===== config.mk =====
export PLATFORM = sky130hd
export DESIGN_NAME = song_sequencer
export DESIGN_NICKNAME = d
export VERILOG_FILES = /design/src/rtl/music_box_pkg.sv /design/src/rtl/song_rom.sv /design/src/rtl/song_sequencer.sv
export SDC_FILE = /design/constraint.sdc
export NUM_CORES = 1
export LEC_CHECK = 0
export CORE_UTILIZATION = 40
export CTS_CLUSTER_SIZE = 12
export DETAILED_ROUTE_END_ITERATION = 16
export MAX_ROUTING_LAYER = met4
export SYNTH_ARGS = -nofsm -noshare
export SYNTH_HDL_FRONTEND = slang
export SYNTH_HIERARCHICAL = 1
export SYNTH_SLANG_ARGS = --single-unit

===== constraint.sdc =====
create_clock -name CLK_100hz -period 2.9 [get_ports CLK_100hz]
set_input_delay 0.29 -clock CLK_100hz [delete_from_list [all_inputs] [get_ports CLK_100hz]]
set_output_delay 0.29 -clock CLK_100hz [all_outputs]
set_load 0.01 [all_outputs]

===== src/rtl/music_box_pkg.sv =====
// Shared types, note tables and FSM states for the music box sequencer.
// Each table entry is {freq, dur}; dur==0 marks the end of a song.
package music_box_pkg;

    localparam int TABLE_DEPTH = 32;

    typedef struct packed {
        logic [9:0] freq;
        logic [7:0] dur;
    } note_entry_t;

    typedef enum logic [2:0] {
        IDLE,
        LOAD,
        PLAY,
        GAP,
        DONE
    } seq_state_t;

    localparam note_entry_t SONG0_TABLE [TABLE_DEPTH] = '{
        '{10'd262, 8'd25}, '{10'd294, 8'd25}, '{10'd330, 8'd50}, '{10'd0,   8'd10},
        '{10'd262, 8'd50}, '{10'd0,   8'd0},  '{10'd0,   8'd0},  '{10'd0,   8'd0},
        '{10'd0,   8'd0},  '{10'd0,   8'd0},  '{10'd0,   8'd0},  '{10'd0,   8'd0},
        '{10'd0,   8'd0},  '{10'd0,   8'd0},  '{10'd0,   8'd0},  '{10'd0,   8'd0},
        '{10'd0,   8'd0},  '{10'd0,   8'd0},  '{10'd0,   8'd0},  '{10'd0,   8'd0},
        '{10'd0,   8'd0},  '{10'd0,   8'd0},  '{10'd0,   8'd0},  '{10'd0,   8'd0},
        '{10'd0,   8'd0},  '{10'd0,   8'd0},  '{10'd0,   8'd0},  '{10'd0,   8'd0},
        '{10'd0,   8'd0},  '{10'd0,   8'd0},  '{10'd0,   8'd0},  '{10'd0,   8'd0}
    };

    // Full-length song: no terminator, so playback ends after the last index.
    localparam note_entry_t SONG1_TABLE [TABLE_DEPTH] = '{
        '{10'd262, 8'd3}, '{10'd294, 8'd2}, '{10'd330, 8'd3}, '{10'd349, 8'd2},
        '{10'd392, 8'd3}, '{10'd440, 8'd2}, '{10'd494, 8'd3}, '{10'd523, 8'd2},
        '{10'd523, 8'd3}, '{10'd494, 8'd2}, '{10'd440, 8'd3}, '{10'd392, 8'd2},
        '{10'd349, 8'd3}, '{10'd330, 8'd2}, '{10'd294, 8'd3}, '{10'd262, 8'd2},
        '{10'd0,   8'd4}, '{10'd392, 8'd2}, '{10'd392, 8'd2}, '{10'd440, 8'd3},
        '{10'd392, 8'd2}, '{10'd330, 8'd3}, '{10'd294, 8'd2}, '{10'd262, 8'd3},
        '{10'd330, 8'd2}, '{10'd330, 8'd2}, '{10'd294, 8'd2}, '{10'd294, 8'd2},
        '{10'd262, 8'd4}, '{10'd0,   8'd2}, '{10'd262, 8'd2}, '{10'd523, 8'd5}
    };

endpackage


===== src/rtl/song_rom.sv =====
// Combinational note-table lookup by song number and note index.
// Kept apart from the sequencer so tables can change without touching it.
module song_rom
    import music_box_pkg::*;
#(
    parameter int INDEX_W = 5
) (
    input  logic               song_select,
    input  logic [INDEX_W-1:0] note_index,
    output note_entry_t        entry
);

    // Select the entry from the latched song's table
    always_comb begin
        entry = song_select ? SONG1_TABLE[note_index]
                            : SONG0_TABLE[note_index];
    end

endmodule


===== src/rtl/song_sequencer.sv =====
// Steps through a song table one 10 ms tick at a time, driving the
// frequency word with a silent gap after each note.
module song_sequencer
    import music_box_pkg::*;
#(
    parameter int GAP_TICKS = 2,
    parameter int MAX_NOTES = 32,
    parameter int INDEX_W   = 5
) (
    input  logic               CLK_100hz,
    input  logic               systemReset_n,
    input  logic               start_song0_n,
    input  logic               start_song1_n,
    input  logic               stop,
    output logic [9:0]         note_frequency,
    output logic               note_active,
    output logic               song_playing,
    output logic               song_select,
    output logic [INDEX_W-1:0] note_index,
    output logic               song_done
);

    // A zero-gap build still needs a legal one-bit counter.
    localparam int GAP_W = (GAP_TICKS > 0) ? $clog2(GAP_TICKS + 1) : 1;

    seq_state_t         state, state_n;
    logic [7:0]         tick_cnt, tick_n;
    logic [GAP_W-1:0]   gap_cnt, gap_n;
    logic [9:0]         freq_n;
    logic               active_n, playing_n, select_n, done_n;
    logic [INDEX_W-1:0] index_n;
    logic               prev0, prev1;
    logic               edge0, edge1, last_note;
    note_entry_t        entry;

    song_rom #(.INDEX_W(INDEX_W)) u_rom (
        .song_select (song_select),
        .note_index  (note_index),
        .entry       (entry)
    );

    assign edge0     = prev0 & ~start_song0_n;
    assign edge1     = prev1 & ~start_song1_n;
    assign last_note = (note_index == INDEX_W'(MAX_NOTES - 1));

    // State, counters, button history and registered outputs
    always_ff @(posedge CLK_100hz or negedge systemReset_n) begin
        if (!systemReset_n) begin
            state          <= IDLE;
            tick_cnt       <= '0;
            gap_cnt        <= '0;
            note_frequency <= '0;
            note_active    <= 1'b0;
            song_playing   <= 1'b0;
            song_select    <= 1'b0;
            note_index     <= '0;
            song_done      <= 1'b0;
            prev0          <= 1'b1;
            prev1          <= 1'b1;
        end else begin
            state          <= state_n;
            tick_cnt       <= tick_n;
            gap_cnt        <= gap_n;
            note_frequency <= freq_n;
            note_active    <= active_n;
            song_playing   <= playing_n;
            song_select    <= select_n;
            note_index     <= index_n;
            song_done      <= done_n;
            prev0          <= start_song0_n;
            prev1          <= start_song1_n;
        end
    end

    // Next-state and next-output decode; stop outranks everything
    always_comb begin
        state_n   = state;
        tick_n    = tick_cnt;
        gap_n     = gap_cnt;
        freq_n    = note_frequency;
        active_n  = note_active;
        playing_n = song_playing;
        select_n  = song_select;
        index_n   = note_index;
        done_n    = 1'b0;
        if (stop && state != IDLE) begin
            state_n   = IDLE;
            tick_n    = '0;
            gap_n     = '0;
            freq_n    = '0;
            active_n  = 1'b0;
            playing_n = 1'b0;
            index_n   = '0;
        end else begin
            unique case (state)
                IDLE: begin
                    freq_n   = '0;
                    active_n = 1'b0;
                    if (!stop && (edge0 || edge1)) begin
                        select_n  = ~edge0;
                        index_n   = '0;
                        playing_n = 1'b1;
                        state_n   = LOAD;
                    end
                end
                LOAD: begin
                    if (entry.dur == 8'd0) begin
                        done_n  = 1'b1;
                        state_n = DONE;
                    end else begin
                        freq_n   = entry.freq;
                        active_n = (entry.freq != 10'd0);
                        tick_n   = entry.dur;
                        state_n  = PLAY;
                    end
                end
                PLAY: begin
                    if (tick_cnt == 8'd1) begin
                        tick_n = '0;
                        if (GAP_TICKS > 0) begin
                            gap_n    = GAP_W'(GAP_TICKS);
                            freq_n   = '0;
                            active_n = 1'b0;
                            state_n  = GAP;
                        end else if (last_note) begin
                            freq_n   = '0;
                            active_n = 1'b0;
                            done_n   = 1'b1;
                            state_n  = DONE;
                        end else begin
                            index_n = note_index + 1'b1;
                            state_n = LOAD;
                        end
                    end else begin
                        tick_n = tick_cnt - 8'd1;
                    end
                end
                GAP: begin
                    if (gap_cnt <= GAP_W'(1)) begin
                        gap_n = '0;
                        if (last_note) begin
                            done_n  = 1'b1;
                            state_n = DONE;
                        end else begin
                            index_n = note_index + 1'b1;
                            state_n = LOAD;
                        end
                    end else begin
                        gap_n = gap_cnt - GAP_W'(1);
                    end
                end
                DONE: begin
                    index_n   = '0;
                    playing_n = 1'b0;
                    state_n   = IDLE;
                end
                default: begin
                    state_n = IDLE;
                end
            endcase
        end
    end

endmodule


[Yosys cells after proc, flatten, opt, wreduce, memory -nomap -nowiden]
Memory sizes are Yosys's and may differ from the RTL's.
Cells that the tools add are included.
Word-level totals
  register bits: 34
  memory bits (read-only): 1152
  word-level logic and storage cells: 97
  memories kept: 2
Operators by class
  add/sub/neg operators: 3
  $lt $le $gt $ge: 2
  equal/unequal tests: 11
  mux-type cells: 41
  bitwise gates (word level): 7
  reduce and logical (&&, ||, !) cells: 20
Memory list
  (name not given): words 32, width 18, rd ports 1, clocked after memory_dff 0, wr ports 0, line song_rom.sv:15  | entry = song_select ? SONG1_TABLE[note_index]
  (name not given): words 32, width 18, rd ports 1, clocked after memory_dff 0, wr ports 0, line song_rom.sv:16  | : SONG0_TABLE[note_index];
Operators with widths (number)
  two-way mux 18 bit: 5
  two-way mux 10 bit: 3
  one-hot mux 10 bit (3 select lines): 1
  two-way mux 8 bit: 3
  two-way mux 5 bit: 4
  two-way mux 3 bit: 6
  one-hot mux 8 bit (2 select lines): 1
  != test 3 bit, second input constant: 5
  one-hot mux 5 bit (3 select lines): 1
  one-hot mux 3 bit (4 select lines): 1
  nonzero test 3 bit: 4
  nonzero test 10 bit: 1
  two-way mux 1 bit: 9
  AND reduction 3 bit: 3
  equality test 8 x 1 -> 1 bit, second input constant: 1
  zero test 8 bit: 1
  nonzero test 4 bit: 2
  subtractor 8 x 1 -> 8 bit, second input constant: 1
  equality test 3 x 2 -> 1 bit, second input constant: 2
  greater-or-equal comparator 6 bit, second input constant: 1
  two-way mux 2 bit: 3
  inverter 5 -> 6 bit: 1
  AND reduction 2 bit: 3
  adder 5 x 1 -> 5 bit, second input constant: 1
  15 further kinds: 21

[Logic depth before layout (Yosys ltp)]
  word-level depth: 9
  gate-level depth with buffers: 12

[Cells and area by module]
Netlist, hierarchy kept.
By module, submodules not included
  song_sequencer: times used 1, cells an instance 204, area an instance 1925.6 sq um, sequential area each 853.3 sq um
  song_rom: times used 1, cells an instance 132, area an instance 869.6 sq um, sequential area each 0.0 sq um

[Worst setup path after synthesis]
No wires, ideal clock.
  path kind: reg2reg
  start: register note_index[0]
  end: register tick_cnt[6]
  setup time: 0.066 ns
  data arrival time: 2.623 ns
  path slack: 0.211 ns
  stages on the path, launching flop included: 13
  buffers on the path: 2
  cell sequence: dfrtp_1 -> inv_1 -> ha_1 -> buf_2 -> nor2_1 -> mux2i_1 -> a21oi_1 -> o22ai_1 -> or4_1 -> o211ai_1 -> and2_4 -> buf_6 -> a221o_1
RTL lines
  from (decl): line song_sequencer.sv:19  | output logic [INDEX_W-1:0] note_index,
  from (signal assigned): line song_sequencer.sv:68  | note_index <= index_n;
  to (signal assigned): line song_sequencer.sv:62  | tick_cnt <= tick_n;
  to (decl): line song_sequencer.sv:27  | logic [7:0] tick_cnt, tick_n;

==> impl_metrics.csv <==
group,metric,value,unit
outcome,status,"finished, final reports clean",
yosys,synth.distinct_cells,70,
pwr,sw_frac_of_total,0.417,
pwr,p_leak,1.30,nW
critical_path,path_cells,"inv_1 > ha_1 > o21ai_0 > o22ai_1 > or4_1 > o211ai_1 > and2_4 > o2bb2ai_1",
route,ant_nets,0,
floorplanning,die_x,85.6,um
critical_path,cp_slowest_cell,"or4_1",
global_route,grt_pass1_wl,11.6,mm
route,drt_wl_total,7.05,mm
global_route,grt-ovfl-total,0,
clock_network,htree_levels,2,
clock_network,cts_buffers,5,
route,drc,0,
critical_path,reg2regPathDepth,8,
global_route,grtUsageMet3,0.0298,
sta,fin_crit,2750,ps
sta,rsz0062_at_grt,"false",
floorplanning,die_area,0.00733,sq mm
run,maxCapViolCount,0,
clock_network,cts_buffer_depth,2,
pwr,powerDensity,676,mW/mm^2
critical_path,reg2reg_slack,150,ps
critical_path,cp-endpoint,"tick_cnt[1]",
sta,finalClockSkew,4.99,ps
pwr,ir_drop,384,uV
route,route.vias.total,2543,
sta,finalSetupTns,0,ps
placement,place_inst,437,
floorplanning,die_h,85.6,um
pwr,p_comb_frac,0.503,
yosys,synth_top_area_cell,"dfrtp_1",
yosys,netlist_area,0.00280,sq mm
yosys,yosysMostFrequentCell,"nand2_1",
critical_path,r2r-end,"tick_cnt[1]",
yosys,postSynthCellCount,336,
yosys,avgSynthCellArea,8.32,sq um
sta,fmax,363,MHz
route,viasPerCell,5.71,
global_route,grt_pass1_vias,2393,
global_route,use_met2,0.332,
pwr,seq_power_share,0.331,
pwr,p_clk_frac,0.166,
global_route,groute.usage.overall,0.205,
yosys,yosysWarnings,6,
yosys,synthTopCellsByArea,"dfrtp_1 (29%), ha_1 (5.4%), nand2_1 (5.2%), o21ai_0 (5.0%), a21oi_1 (3.6%)",
placement,hpwl,5.15,mm
critical_path,critPathLaunchType,"flop",
global_route,grt_start_max_net_pins,35,
critical_path,worstSetupPathType,"flop to flop",
layout,final_nets,381,
sta,finalCritPeriodShare,0.949,
hold_path,hp-class,"input port to asynchronous set/reset pin",
sta,setup-violations-final,0,
route,drt-pass1-iter-count,4,
placement,port_buffers,23,
critical_path,arrival,2960,ps
pwr,p_int,0.00127,W
sta,finalHoldViolations,0,
clock_network,clk_latency,290,ps
critical_path,cp-startpoint,"note_index[1]",
layout,area_growth,15.3,%
floorplanning,core_area,0.00676,sq mm
clock_network,clk_pin_slew_worst_paths,70,ps
sta,worstMarginPinSlew,585,ps
yosys,ys.flop_type,"dfrtp_1",
critical_path,max_stage_delay,550,ps
route,drt_iter0_markers,135,
pwr,p_switching,0.000909,W
yosys,synth-seq-cells,34,
global_route,grt-busiest-layer,"met2",
global_route,grt_use_met1,0.272,
critical_path,end_kind,"flop",
clock_network,cts.sinks,34,
route,wl_per_cell,15.8,um
critical_path,r2r_start,"note_index[1]",
floorplanning,initial_core_util,0.414,
yosys,synth_top_area_frac,0.286,
yosys,async_flop_share,1.00,
sta,drv_slew,0,
layout,antennaDiodeCount,0,
critical_path,required,3100,ps
yosys,ys_seq_area_frac,0.305,
placement,place_congestion,0.898,
layout,drive_gt1_frac,0.123,
yosys,synth_edf_count,0,
critical_path,worstPathMaxFanout,6,
floorplanning,core.rowCount,30,
sta,slew_headroom,0.605,
clock_network,cts_tree,"built",
layout,final_cells,445,
yosys,synth_common_cells,"nand2_1 (39), dfrtp_1 (32), o21ai_0 (28)",
clock_network,root_buffer,"clkbuf_8",
global_route,antenna_found_initial,0,
floorplanning,io_pins,24,
layout,fill_cells,665,
==> cells by family after synthesis <==
kind of cell / synth area share
multiplexers: 0.0291
buffers and inverters: 0.0850
AO/OA/AOI/OAI: 0.266
adder cells (fa/ha/maj): 0.0537
flip-flops: 0.305
XOR/XNOR: 0.00627
AND/OR/NAND/NOR: 0.253
other: 0.00134
==> registers in the layout, summed over array words and instances, names as in the netlist <==
signal,cells
song_done,1
state,3
tick_cnt,8
prev0,1
song_playing,1
note_frequency,10
gap_cnt,2
prev1,1
note_index,5
song_select,1
note_active,1
==> metal layers <==
layer | part of all wire | vias up
li1 | - | 1279
met1 | 0.48 | 1194
met2 | 0.47 | 61
met3 | 0.036 | 9
met4 | 0.012 | 0
met5 | 0 | -
==> power groups by stage <==
stage | sequential [W] | combinational (W) | clock, W
global route | 0.000738 | 0.00121 | 0.000394
finish | 0.000721 | 0.00110 | 0.000362
global placement | 0.000727 | 0.00108 | 0
CTS | 0.000718 | 0.00109 | 0.000376
floorplan | 0.000696 | 0.000813 | 0
detailed placement | 0.000725 | 0.00108 | 0
==> placed cells by master (no fill, tap or decap), types with 4 or more instances in the layout <==
cell	count
a21oi_1	20
o2bb2ai_1	5
nand2_1	39
o21ai_0	28
nor2_1	19
o21ai_1	4
mux2i_1	7
or4_1	5
dfrtp_1	31
nand2b_1	15
nand3_1	6
o211ai_1	5
clkdlybuf4s50_1	23
nor3_1	5
a22oi_1	6
buf_4	21
ha_1	12
nor3b_1	4
o22ai_1	4
inv_1	14
nor2b_1	7
a21boi_0	5
clkbuf_8	6
==> repair_timing <==
item	in CTS	in global routing
hold buffers	0	0
buffers inserted	0	0
resized for setup	0	2
setup endpoints to repair	0	3
==> per-stage QoR <==
step           setup WS (ps)  area (sq um)  power, W  hold WS, ps  utilization
2_1_floorplan            211          2800   0.00151        -5.59            -
3_3_place_gp             238          3130   0.00181          456        0.463
3_5_place_dp             142          3130   0.00181          464        0.463
4_1_cts                  130          3220   0.00219          417        0.476
5_1_grt                 1.72          3220   0.00234          422        0.477
6_report                 148          3220   0.00218          423        0.477
==> worst min path at each step <==
stage                        from                end  slack [ps]  cells after the start
floorplan           systemReset_n         gap_cnt[0]          -6                      0
global placement       gap_cnt[0]         gap_cnt[0]         460                      1
detailed placement     gap_cnt[0]         gap_cnt[0]         460                      1
CTS                 start_song1_n              prev1         420                      1
global route        start_song0_n              prev0         420                      1
finish              systemReset_n  note_frequency[6]         420                      2
==> cell type report <==
| class | count | area [sq um] | share of cell area |
|---|---|---|---|
| repair buffers | 45 | 408 | 0.127 |
| clock buffers | 8 | 90.1 | 0.0280 |
| well taps | 80 | 100 | 0.0311 |
| multi-input cells | 263 | 1710 | 0.532 |
| inverters | 15 | 56.3 | 0.0175 |
| flip-flops and latches | 34 | 855 | 0.265 |
==> critical path, delay by kind of cell, from the launching register on <==
| family | cells | cell delay, ps |
|---|---|---|
| DFF | 1 | 470 |
| buffers and inverters | 1 | 160 |
| and+or+nand+nor | 2 | 800 |
| adders and majority gates | 1 | 360 |
| AOI/OAI and AO/OA | 4 | 880 |
Note: power is estimated with default switching activity, not from simulation.
